## config.mk

```make
export PLATFORM = sky130hd
export DESIGN_NAME = pc_stack_unit
export DESIGN_NICKNAME = d
export VERILOG_FILES = /design/src/rtl/cpu_pkg.sv /design/src/rtl/lifo_stack.sv /design/src/rtl/pc_stack_unit.sv
export SDC_FILE = /design/constraint.sdc
export NUM_CORES = 1
export LEC_CHECK = 0
export CORE_AREA = 4 4 69 103
export CTS_BUF_LIST = sky130_fd_sc_hd__clkbuf_4 sky130_fd_sc_hd__clkbuf_8
export CTS_CLUSTER_DIAMETER = 60
export DETAILED_ROUTE_END_ITERATION = 10
export DIE_AREA = 0 0 73 107
export PLACE_DENSITY = 0.63
export SYNTH_ARGS = -nofsm -noshare
export SYNTH_HDL_FRONTEND = slang
export SYNTH_SLANG_ARGS = --single-unit
```

## constraint.sdc

```tcl
create_clock -name clk -period 2.6 [get_ports clk]
set_input_delay 0.78 -clock clk [delete_from_list [all_inputs] [get_ports clk]]
set_output_delay 0.78 -clock clk [all_outputs]
set_load 0.01 [all_outputs]
```

## src/rtl/cpu_pkg.sv

```systemverilog
// Shared constants and helpers for the Harvard no-pipeline CPU blocks.
package cpu_pkg;

   localparam int CPU_ADDR_W      = 8;
   localparam int CPU_STACK_DEPTH = 4;

   // Stack pointer width: one extra bit so "full" (== depth) is representable.
   function automatic int ptr_width(input int depth);
      return $clog2(depth) + 1;
   endfunction

   localparam int PTR_W = ptr_width(CPU_STACK_DEPTH);

endpackage : cpu_pkg

```

## src/rtl/lifo_stack.sv

```systemverilog
// Bounded-depth LIFO for return addresses. Owns the storage, the full/empty
// guards and the sticky over/underflow flags. A simultaneous push and pop
// leaves the stack untouched; the caller flags that combination.
// DEPTH must be a power of two and at least 2.
module lifo_stack
   import cpu_pkg::*;
#(
   parameter int WIDTH = CPU_ADDR_W,
   parameter int DEPTH = CPU_STACK_DEPTH
) (
   input  logic                     clk,
   input  logic                     reset,
   input  logic                     push,
   input  logic                     pop,
   input  logic [WIDTH-1:0]         din,
   output logic [WIDTH-1:0]         top,
   output logic [$clog2(DEPTH):0]   depth,
   output logic                     full,
   output logic                     empty,
   output logic                     err_over,
   output logic                     err_under
);

   localparam int SP_W  = ptr_width(DEPTH);
   localparam int IDX_W = $clog2(DEPTH);

   logic [WIDTH-1:0] mem [DEPTH];
   logic [SP_W-1:0]  depth_m1;

   assign full     = (depth == SP_W'(DEPTH));
   assign empty    = (depth == '0);
   assign depth_m1 = depth - SP_W'(1);

   // Top of stack is the most recently written entry, or 0 when empty.
   always_comb begin
      top = '0;
      if (!empty) top = mem[depth_m1[IDX_W-1:0]];
   end

   // Storage, pointer and sticky error flags; guards keep the pointer in range.
   always_ff @(posedge clk) begin
      if (reset) begin
         depth     <= '0;
         err_over  <= 1'b0;
         err_under <= 1'b0;
         for (int i = 0; i < DEPTH; i++) mem[i] <= '0;
      end else if (push && !pop) begin
         if (!full) begin
            mem[depth[IDX_W-1:0]] <= din;
            depth                 <= depth + SP_W'(1);
         end else begin
            err_over <= 1'b1;
         end
      end else if (pop && !push) begin
         if (!empty) depth     <= depth_m1;
         else        err_under <= 1'b1;
      end
   end

endmodule : lifo_stack

```

## src/rtl/pc_stack_unit.sv

```systemverilog
// Program counter plus return-address stack. JMS = push + pc_load with
// stack_mux=0; BBL = pop + pc_load with stack_mux=1, which reads the pre-pop
// top of stack so a return completes in a single cycle.
module pc_stack_unit
   import cpu_pkg::*;
#(
   parameter int ADDR_W      = CPU_ADDR_W,
   parameter int STACK_DEPTH = CPU_STACK_DEPTH
) (
   input  logic                         clk,
   input  logic                         reset,
   input  logic                         pc_load,
   input  logic                         pc_inc,
   input  logic                         push,
   input  logic                         pop,
   input  logic                         stack_mux,
   input  logic [ADDR_W-1:0]            jump_addr,
   output logic [ADDR_W-1:0]            pc,
   output logic [ADDR_W-1:0]            tos,
   output logic [$clog2(STACK_DEPTH):0] depth,
   output logic                         overflow,
   output logic                         underflow,
   output logic                         seq_err
);

   logic              stack_empty;
   logic              load_blocked;
   logic [ADDR_W-1:0] load_src;

   lifo_stack #(
      .WIDTH (ADDR_W),
      .DEPTH (STACK_DEPTH)
   ) u_stack (
      .clk       (clk),
      .reset     (reset),
      .push      (push),
      .pop       (pop),
      .din       (pc),
      .top       (tos),
      .depth     (depth),
      .full      (),
      .empty     (stack_empty),
      .err_over  (overflow),
      .err_under (underflow)
   );

   // Load source select; a return from an empty stack must not jump anywhere.
   always_comb begin
      load_src     = stack_mux ? tos : jump_addr;
      load_blocked = stack_mux && pop && !push && stack_empty;
   end

   // PC register (load beats increment) and the sticky strobe-conflict flag.
   always_ff @(posedge clk) begin
      if (reset) begin
         pc      <= '0;
         seq_err <= 1'b0;
      end else begin
         if (pc_load) begin
            if (!load_blocked) pc <= load_src;
         end else if (pc_inc) begin
            pc <= pc + ADDR_W'(1);
         end
         if ((pc_load && pc_inc) || (push && pop)) seq_err <= 1'b1;
      end
   end

endmodule : pc_stack_unit

```

==> results of run 1 <==
worst min-delay path by stage:
stage / from / endpoint / slack (ps) / cells after the start
global route: u_stack.err_under / u_stack.err_under / 500 / 2
detailed placement: u_stack.err_under / u_stack.err_under / 470 / 2
floorplan: u_stack.err_under / u_stack.err_under / 500 / 2
finish: u_stack.err_under / u_stack.err_under / 480 / 2
global placement: u_stack.err_under / u_stack.err_under / 460 / 2
CTS: u_stack.err_under / u_stack.err_under / 490 / 2
metal layers:
layer  vias up  GRT usage (%)  wire length (µm)  part of all wire, %
li1        949              -                 -                    -
met1       985          20.77              2617                   39
met2        46          31.50              3680                   55
met3        12          2.814               212                  3.2
met4         0          6.464               178                  2.7
met5         -              0                 0                    0
layout by cell type (no fill, tap or decap), types with 2 or more instances in the layout:
master,count
or2_1,3
nor2_1,12
a21oi_1,7
and3_1,4
dfxtp_2,2
o221ai_1,3
a221oi_1,2
and2_4,2
buf_6,2
clkbuf_8,5
and4_1,2
clkbuf_2,5
o21ai_0,6
a31oi_1,2
a211oi_1,2
buf_2,3
dfxtp_1,12
mux4_2,7
edfxtp_1,32
a22oi_1,3
nand2_1,7
nand2b_1,3
nand2_2,3
inv_1,8
o22ai_1,4
clkdlybuf4s50_1,28
inv_2,2
o21a_1,2
xnor2_1,3
buf_4,42
nand3b_1,2
nor2b_1,9
o32ai_1,3
o21bai_1,2
nand3_1,4
ha_1,3
nor3_1,2
and2_1,34
Yosys cell counts (all sizes together) (2+ instances only):
library cell / instances
a211oi: 3
a21oi: 7
a221oi: 2
a22oi: 3
a31oi: 2
and2: 36
and3: 4
and4: 2
buf: 7
clkbuf: 8
dfxtp: 14
edfxtp: 32
ha: 4
inv: 10
mux4: 7
nand2: 10
nand2b: 3
nand3: 4
nand3b: 2
nor2: 12
nor2b: 9
nor3: 2
o21a: 2
o21ai: 6
o21bai: 2
o221ai: 3
o22ai: 4
o32ai: 3
or2: 4
xnor2: 3
stage by stage:
stage	util, %	hold WS [ps]	instances	setup slack, ps	instance area [µm²]
finish	53.07	483.7	369	60.48	3277
global placement	50.23	459.0	351	-17.25	3102
CTS	52.93	490.9	365	-51.25	3268
floorplan	-	504.7	221	17.19	2457
global route	53.07	502.9	369	-18.75	3277
detailed placement	50.23	471.1	351	-45.03	3102
layout make-up:
class | instances | area (µm²) | share of cell area [%]
flip-flops and latches | 46 | 1244 | 37.95
multi-input cells | 150 | 1111 | 33.91
well taps | 74 | 92.59 | 2.826
repair buffers | 81 | 678.2 | 20.69
clock inverters | 2 | 37.54 | 1.145
inverters | 10 | 37.54 | 1.145
clock buffers | 6 | 76.32 | 2.329
timing repair:
| item | 4_1_cts | 5_1_grt |
|---|---|---|
| endpoints found under the setup margin | 8 | 6 |
| pin swaps | 2 | 2 |
| resized for setup | 31 | 15 |
| buffers inserted | 6 | 4 |
| hold endpoints to repair | 0 | 0 |
sequential cells by signal (all words and copies together), names as in the netlist:
register,count
u_stack.mem,32
u_stack.err_over,1
u_stack.err_under,1
pc,8
seq_err,1
u_stack.depth,3
worst reg2reg max path, delay by kind of cell (launching register included):
kind                     cells  cell delay, ps
AND/OR/NAND/NOR              1             340
buffers and inverters        7             840
adder cells (fa/ha/maj)      1             150
AO/OA/AOI/OAI                2             390
flip-flops                   1             360
power by group:
part,internal (mW),switching [mW],leakage [nW]
clock,0.298,0.247,0.0548
sequential,0.827,0.0343,0.447
combinational,0.316,0.274,0.800
total,1.44,0.555,1.30
kinds of logic (layout without fill, tap and decap cells):
family                   after synthesis  count (layout)  share of synthesized area (%)
XOR/XNOR                               4               4                          1.426
AO/OA/AOI/OAI                         41              41                          11.71
AND/OR/NAND/NOR                       92              92                          21.84
flip-flops                            46              46                          50.51
buffers and inverters                 25              99                          4.430
multiplexers                           9               9                          8.045
adder cells (fa/ha/maj)                4               4                          2.037
==> impl_metrics.tcl, run 1 <==
set metrics [dict create \
    finalSetupViolCount 0 \
    arrival_ps 1760 \
    clk_pin_slew_ps 90 \
    viasPerCell 5.398 \
    cts_tree "yes" \
    grt_max_degree 24 \
    worstSkewPairLatency_ps 300 \
    yosysWarnings 0 \
    grt_pass1_wl_um 10400 \
    grt_use_total_pct 17.68 \
    synthArstFlopShare_pct 0 \
    slowest_stage "dfxtp_2" \
    avgSynthCellArea_um2 11.12 \
    route.vias.total 1992 \
    nFillCells 573 \
    start_util_pct 39.80 \
    cp-endpoint "tos[2]" \
    slew_headroom_pct 68.55 \
    antennaDiodeCount 0 \
    cts_sinks 46 \
    ys_seq_area_share_pct 50.51 \
    io_pins 37 \
    post-route-min-period_ps 2540 \
    worst_hold_path_type "flop to flop" \
    finalWirelength_um 6689 \
    endpoint_kind "output port" \
    synthFlopType "edfxtp_1" \
    hpwl_um 4878 \
    synth-edff-count 32 \
    layout-drive-gt1-share_pct 28.14 \
    post-route-drc-count 0 \
    critPathKind "flop to output port" \
    worstPathRequired_ps 1820 \
    ys_types 46 \
    wire_per_inst_um 18.13 \
    reg2reg_to "pc[2]" \
    yosys.area.top_type "edfxtp_1" \
    core-area_um2 6175 \
    leakagePower_nw 1.302 \
    rows 35 \
    syn_area_um2 2457 \
    status "completed" \
    syn_inst 221 \
    slowest_delay_ps 360 \
    ys_ff_latch 46 \
    path_max_fanout 3 \
    grt_pass1_vias 2033 \
    r2r_start "u_stack.depth[1]" \
    area_growth_syn_to_layout_pct 33.35 \
    drt_iter0_drc 105 \
    crit_cells 6 \
    fmax_mhz 393.8 \
    vdd_drop_max_v 0.0003762 \
    syn-num-nets 240 \
    port_buffers 36 \
    finClkSkew_ps 5.936 \
    synth.area.top_cells "edfxtp_1, dfxtp_1, and2_1, mux4_1, nor2b_1" \
    firstDrtPassIters 4 \
    finalSetupTns_ps 0 \
    cts_hold_buf 0 \
    p_per_area_nw_per_um2 608.9 \
    cts_made_buffers 5 \
    nets 313 \
    rr_worst_depth 11 \
    cts_root_buf "clkbuf_8" \
    die-height_um 107 \
    place_congestion 0.9203 \
    max-clock-path-buffers 2 \
    hold_viol 0 \
    dieArea_um2 7811 \
    tightest_slew_ps 471.7 \
    drv_cap 0 \
    startpoint "u_stack.depth[1]" \
    crit_buf_inv 3 \
    yosys.area.top_type_share_pct 39.10 \
    grt_overflow 0 \
    r2r_setup_slack_ps 440 \
    fin_crit_sh_pct 97.67 \
    critPathLaunchType "flop" \
    slew_viol_final 0 \
    total_power_mw 1.995 \
    die_w_um 73 \
    antenna_left 0 \
    antenna_found_initial 0 \
    htree_num_levels 2 \
    cp_top_family "flip-flops" \
    crit_chain "inv_2 > ha_4 > mux2_2 > o211ai_1 > inv_1 > buf_2" \
]
No activity file was read; power rests on OpenSTA's default activity.
==> run 2: changes to the inputs <==
--- a/config.mk
+++ b/config.mk
@@ -11,6 +11,7 @@
 export DETAILED_ROUTE_END_ITERATION = 10
 export DIE_AREA = 0 0 73 107
 export PLACE_DENSITY = 0.63
+export SETUP_SLACK_MARGIN = 0.4
 export SYNTH_ARGS = -nofsm -noshare
 export SYNTH_HDL_FRONTEND = slang
 export SYNTH_SLANG_ARGS = --single-unit
==> impl_metrics.tcl, run 2 (synthesis results as in run 1) <==
set metrics [dict create \
    status "completed" \
    finalSetupViolCount 0 \
    nFillCells 542 \
    place_congestion 0.8402 \
    finClkSkew_ps 8.174 \
    switching_power_uw 571.5 \
    total_power_mw 1.929 \
    worst_hold_path_type "flop to flop" \
    firstDrtPassIters 4 \
    antenna_left 0 \
    endpoint_kind "output port" \
    nets 308 \
    route.vias.total 1939 \
    r2r_start "u_stack.depth[0]" \
    leakagePower_nw 1.290 \
    cp-endpoint "tos[2]" \
    rr_worst_depth 9 \
    startpoint "u_stack.depth[0]" \
    wire_per_inst_um 18.06 \
    clk_pin_slew_ps 90 \
    post-route-drc-count 0 \
    fin_util_pct 53.25 \
    critPathKind "flop to output port" \
    viasPerCell 5.327 \
    fmax_mhz 399.0 \
    rsz0062_at_grt "true" \
    vdd_drop_max_v 0.0003904 \
    largest-register "u_stack.mem" \
    grt_max_degree 24 \
    p_per_area_nw_per_um2 586.6 \
    cts_made_buffers 5 \
    start_util_pct 39.80 \
    port_buffers 36 \
    cts_root_buf "clkbuf_8" \
    htree_num_levels 2 \
    worstPathRequired_ps 1820 \
    worst_slack_ps 93.63 \
    arrival_ps 1730 \
    layout-drive-gt1-share_pct 30.00 \
    cts_hold_buf 0 \
    path_max_fanout 6 \
    slew_viol_final 0 \
    layout_common_cells "buf_4, and2_1, edfxtp_1, clkdlybuf4s50_1, nor2_1" \
    cts_tree "yes" \
    layout_commonest_cell "buf_4" \
    critPathLaunchType "flop" \
    reg2reg_to "pc[7]" \
    grt_pass1_wl_um 10410 \
    pwr-share-clk_pct 23.4 \
    antenna_found_initial 0 \
    p_int_mw 1.357 \
    io_pins 37 \
    slew_headroom_pct 66.76 \
    grt_overflow 0 \
    grt_pass1_vias 1943 \
    core-area_um2 6175 \
    holdPathStages 2 \
    largest_register_ffs 32 \
    p_seq_share_pct 44.8 \
    max-clock-path-buffers 2 \
    tightest_slew_ps 497.6 \
    drv_cap 0 \
    post-route-min-period_ps 2506 \
    post-place-ws_ps 41.18 \
    worstSkewPairLatency_ps 300 \
    grt_use_total_pct 17.80 \
    rows 35 \
    hold_viol 0 \
    antennaDiodeCount 0 \
    reg.largest.list "u_stack.mem (32), pc (8), u_stack.depth (3)" \
    area_growth_syn_to_layout_pct 33.81 \
    die_w_um 73 \
    drt_iter0_drc 83 \
    hpwl_um 4747 \
    power_frac_comb_pct 31.8 \
    cts_sinks 46 \
    dieArea_um2 7811 \
    r2r_setup_slack_ps 670 \
    fin_crit_sh_pct 96.40 \
    finalWirelength_um 6574 \
    switching_share_pct 29.63 \
    die-height_um 107 \
]
-- run 2: power by group through the flow --
| stage | clock network [mW] | logic [mW] | registers, mW |
|---|---|---|---|
| final | 0.452 | 0.613 | 0.864 |
| after global routing | 0.485 | 0.666 | 0.871 |
| after CTS | 0.456 | 0.587 | 0.865 |
| after detailed placement | 0 | 0.536 | 0.878 |
| after global placement | 0 | 0.535 | 0.876 |
| after floorplan | 0 | 0.273 | 0.879 |
-- run 2: layout make-up --
type / count / area (µm²) / area share [%]
clock inverter: 3 / 21.27 / 0.6469
sequential: 46 / 1254 / 38.13
inverter: 10 / 40.04 / 1.218
multi-input combinational: 150 / 1131 / 34.40
clock buffer: 5 / 68.82 / 2.093
timing repair buffer: 76 / 680.7 / 20.70
tap: 74 / 92.59 / 2.816
-- run 2: critical path, cell delays in order (launching register included) --
cell and delay (ps):
dfxtp_4 380, inv_4 40, ha_4 300, mux2_4 310, o211ai_1 200, inv_1 80, buf_6 120
-- run 2: stage by stage --
step / hold slack (ps) / std cells / instance area, µm² / TNS, ps
5_1_grt: 525.4 / 364 / 3288 / -21.81
2_1_floorplan: 504.7 / 221 / 2492 / 0
3_5_place_dp: 463.4 / 348 / 3104 / 0
6_report: 478.6 / 364 / 3288 / 0
4_1_cts: 485.7 / 362 / 3236 / 0
3_3_place_gp: 455.7 / 348 / 3104 / 0
-- run 2: how the worst min path moves through the flow --
stage | start | slack [ps] | to
5_1_grt | u_stack.err_under | 530 | u_stack.err_under
4_1_cts | u_stack.err_under | 490 | u_stack.err_under
2_1_floorplan | u_stack.err_under | 500 | u_stack.err_under
3_3_place_gp | u_stack.err_under | 460 | u_stack.err_under
3_5_place_dp | u_stack.err_under | 460 | u_stack.err_under
6_report | u_stack.err_under | 480 | u_stack.err_under
-- run 2: routing by layer --
metal / GRT usage (%) / wire [µm] / vias up / share of wire [%]
met5: 0 / 0 / - / 0
met4: 3.958 / 56 / 0 / 0.85
met3: 2.345 / 232 / 4 / 3.5
met2: 31.82 / 3702 / 42 / 56
met1: 22.28 / 2583 / 957 / 39
li1: - / - / 936 / -
-- run 2: timing repair --
| action | in CTS | in global routing |
|---|---|---|
| pin swaps | 2 | 3 |
| gates cloned | 0 | 0 |
| buffers inserted | 6 | 2 |
| setup endpoints to repair | 11 | 35 |
| resized for setup | 49 | 10 |
==> run 3: changes to the inputs <==
--- a/config.mk
+++ b/config.mk
@@ -5,11 +5,11 @@
 export SDC_FILE = /design/constraint.sdc
 export NUM_CORES = 1
 export LEC_CHECK = 0
-export CORE_AREA = 4 4 69 103
+export CORE_AREA = 2 2 67 101
 export CTS_BUF_LIST = sky130_fd_sc_hd__clkbuf_4 sky130_fd_sc_hd__clkbuf_8
 export CTS_CLUSTER_DIAMETER = 60
 export DETAILED_ROUTE_END_ITERATION = 10
-export DIE_AREA = 0 0 73 107
+export DIE_AREA = 0 0 69 103
 export PLACE_DENSITY = 0.63
 export SETUP_SLACK_MARGIN = 0.4
 export SYNTH_ARGS = -nofsm -noshare
==> impl_metrics.tcl, run 3 (synthesis results as in run 1) <==
set metrics [dict create \
    dieArea_um2 7107 \
    drt_iter0_drc 76 \
    power_frac_comb_pct 33.4 \
    cts_sinks 46 \
    hpwl_um 4594 \
    post_dp_cell_area_um2 3099 \
    layout-drive-gt1-share_pct 34.01 \
    grt_max_degree 24 \
    cts_made_buffers 5 \
    r2r_start "u_stack.depth[1]" \
    port_buffers 36 \
    endpoint_kind "output port" \
    post-place-ws_ps 5.005 \
    multiInputGateArea_um2 1160 \
    finalSetupViolCount 0 \
    worstSkewPairLatency_ps 310 \
    pwr-share-clk_pct 22.5 \
    arrival_ps 1810 \
    drv_cap 0 \
    grt_overflow 0 \
    status "completed" \
    nets 315 \
    worst_slack_ps 14.47 \
    antennaDiodeCount 0 \
    start_util_pct 38.97 \
    path_max_fanout 4 \
    switching_power_uw 569.1 \
    p_per_area_nw_per_um2 583.5 \
    regArea_um2 1255 \
    worst_hold_path_type "flop to flop" \
    cts_root_buf "clkbuf_8" \
    layout_commonest_cell "buf_4" \
    hold_viol 0 \
    layout_common_cells "buf_4, and2_1, edfxtp_1, clkdlybuf4s50_1, nor2_1" \
    critPathKind "flop to output port" \
    switching_share_pct 28.95 \
    area_growth_syn_to_layout_pct 37.12 \
    nFillCells 594 \
    grt_pass1_wl_um 10110 \
    final_cells 373 \
    p_seq_share_pct 44.1 \
    grt_use_total_pct 18.77 \
    startpoint "u_stack.depth[0]" \
    htree_num_levels 2 \
    grt_pass1_vias 1897 \
    cp-endpoint "tos[2]" \
    post-route-drc-count 0 \
    viasPerCell 5.257 \
    rows 36 \
    io_pins 37 \
    die_w_um 69 \
    finalWirelength_um 6552 \
    hold_ws_ps 492.8 \
    vdd_drop_max_v 0.0003793 \
    route.vias.total 1961 \
    holdPathStages 2 \
    finalInstanceArea_um2 3369 \
    p_int_mw 1.397 \
    slew_headroom_pct 68.48 \
    post-route-min-period_ps 2586 \
    fin_crit_sh_pct 99.44 \
    leakagePower_nw 1.360 \
    r2r_setup_slack_ps 710 \
    fmax_mhz 386.8 \
    max-clock-path-buffers 2 \
    reg.largest.list "u_stack.mem (32), pc (8), u_stack.depth (3)" \
    rsz0062_at_grt "true" \
    largest_register_ffs 32 \
    antenna_left 0 \
    tightest_slew_ps 471.8 \
    firstDrtPassIters 4 \
    critPathLaunchType "flop" \
    finClkSkew_ps 11.13 \
    rr_worst_depth 9 \
    core-area_um2 6306 \
    slew_viol_final 0 \
    cts_tree "yes" \
    die-height_um 103 \
    antenna_found_initial 0 \
    place_congestion 0.7856 \
    wire_per_inst_um 17.57 \
    dp.cells 349 \
    clk_pin_slew_ps 90 \
    largest-register "u_stack.mem" \
    reg2reg_to "pc[5]" \
    worstPathRequired_ps 1820 \
]
==> run 3: cell types whose count changed in the layout (fill, tap and decap cells not counted), sizes merged <==
cell / delta
clkinvlp: -1
clkdlybuf4s15: -2
clkdlybuf4s50: -1
buf: +9
clkbuf: +1
dlymetal6s2s: +1
==> run 3: worst min-delay path by stage <==
stage                        endpoint              start  slack, ps
finish               u_stack.err_over   u_stack.err_over        490
global route        u_stack.err_under  u_stack.err_under        530
CTS                  u_stack.err_over   u_stack.err_over        500
detailed placement   u_stack.err_over   u_stack.err_over        470
global placement              seq_err            seq_err        470
floorplan           u_stack.err_under  u_stack.err_under        500
==> run 3: power by group through the flow <==
| stage | Clock [mW] | Sequential [mW] | Combinational [mW] |
|---|---|---|---|
| detailed placement | 0 | 0.879 | 0.533 |
| global placement | 0 | 0.878 | 0.531 |
| CTS | 0.443 | 0.867 | 0.582 |
| global route | 0.472 | 0.873 | 0.713 |
| finish | 0.442 | 0.866 | 0.657 |
| floorplan | 0 | 0.879 | 0.273 |
==> run 3: final cells by class <==
cell class                 count  share of cell area, %
clock buffer                   6                  2.265
timing repair buffer          83                  21.72
sequential                    46                  37.24
inverter                      10                  1.263
multi-input combinational    150                  34.42
clock inverter                 2                 0.2599
tap                           76                  2.822
==> run 3: timing repair <==
action / CTS / global route
hold buffers: 0 / 0
pin swaps: 2 / 1
setup endpoints to repair: 11 / 21
buffers inserted: 6 / 10
gates resized for setup: 49 / 25
==> run 3: per-stage QoR <==
stage                     total power, mW  util, %  TNS (ps)
final                               1.966    53.43         0
after global routing                2.058    53.43    -190.0
after CTS                           1.891    51.13    -14.72
after detailed placement            1.412    49.15         0
after global placement              1.408    49.15         0
after floorplan                     1.152        -         0
==> run 3: worst max-delay path: stages, from the launching register on <==
cell	delay (ps)
dfxtp_4	380
inv_4	40
ha_4	280
buf_6	120
mux2_4	290
o211ai_1	200
inv_1	60
buf_2	140
==> run 3: layer usage <==
layer	track usage [%]	up-vias	part of all wire (%)	wire (µm)
li1	-	952	-	-
met1	22.10	957	41	2719
met2	34.91	44	54	3520
met3	2.542	8	3.2	207
met4	6.938	0	1.6	106
met5	0	-	0	0
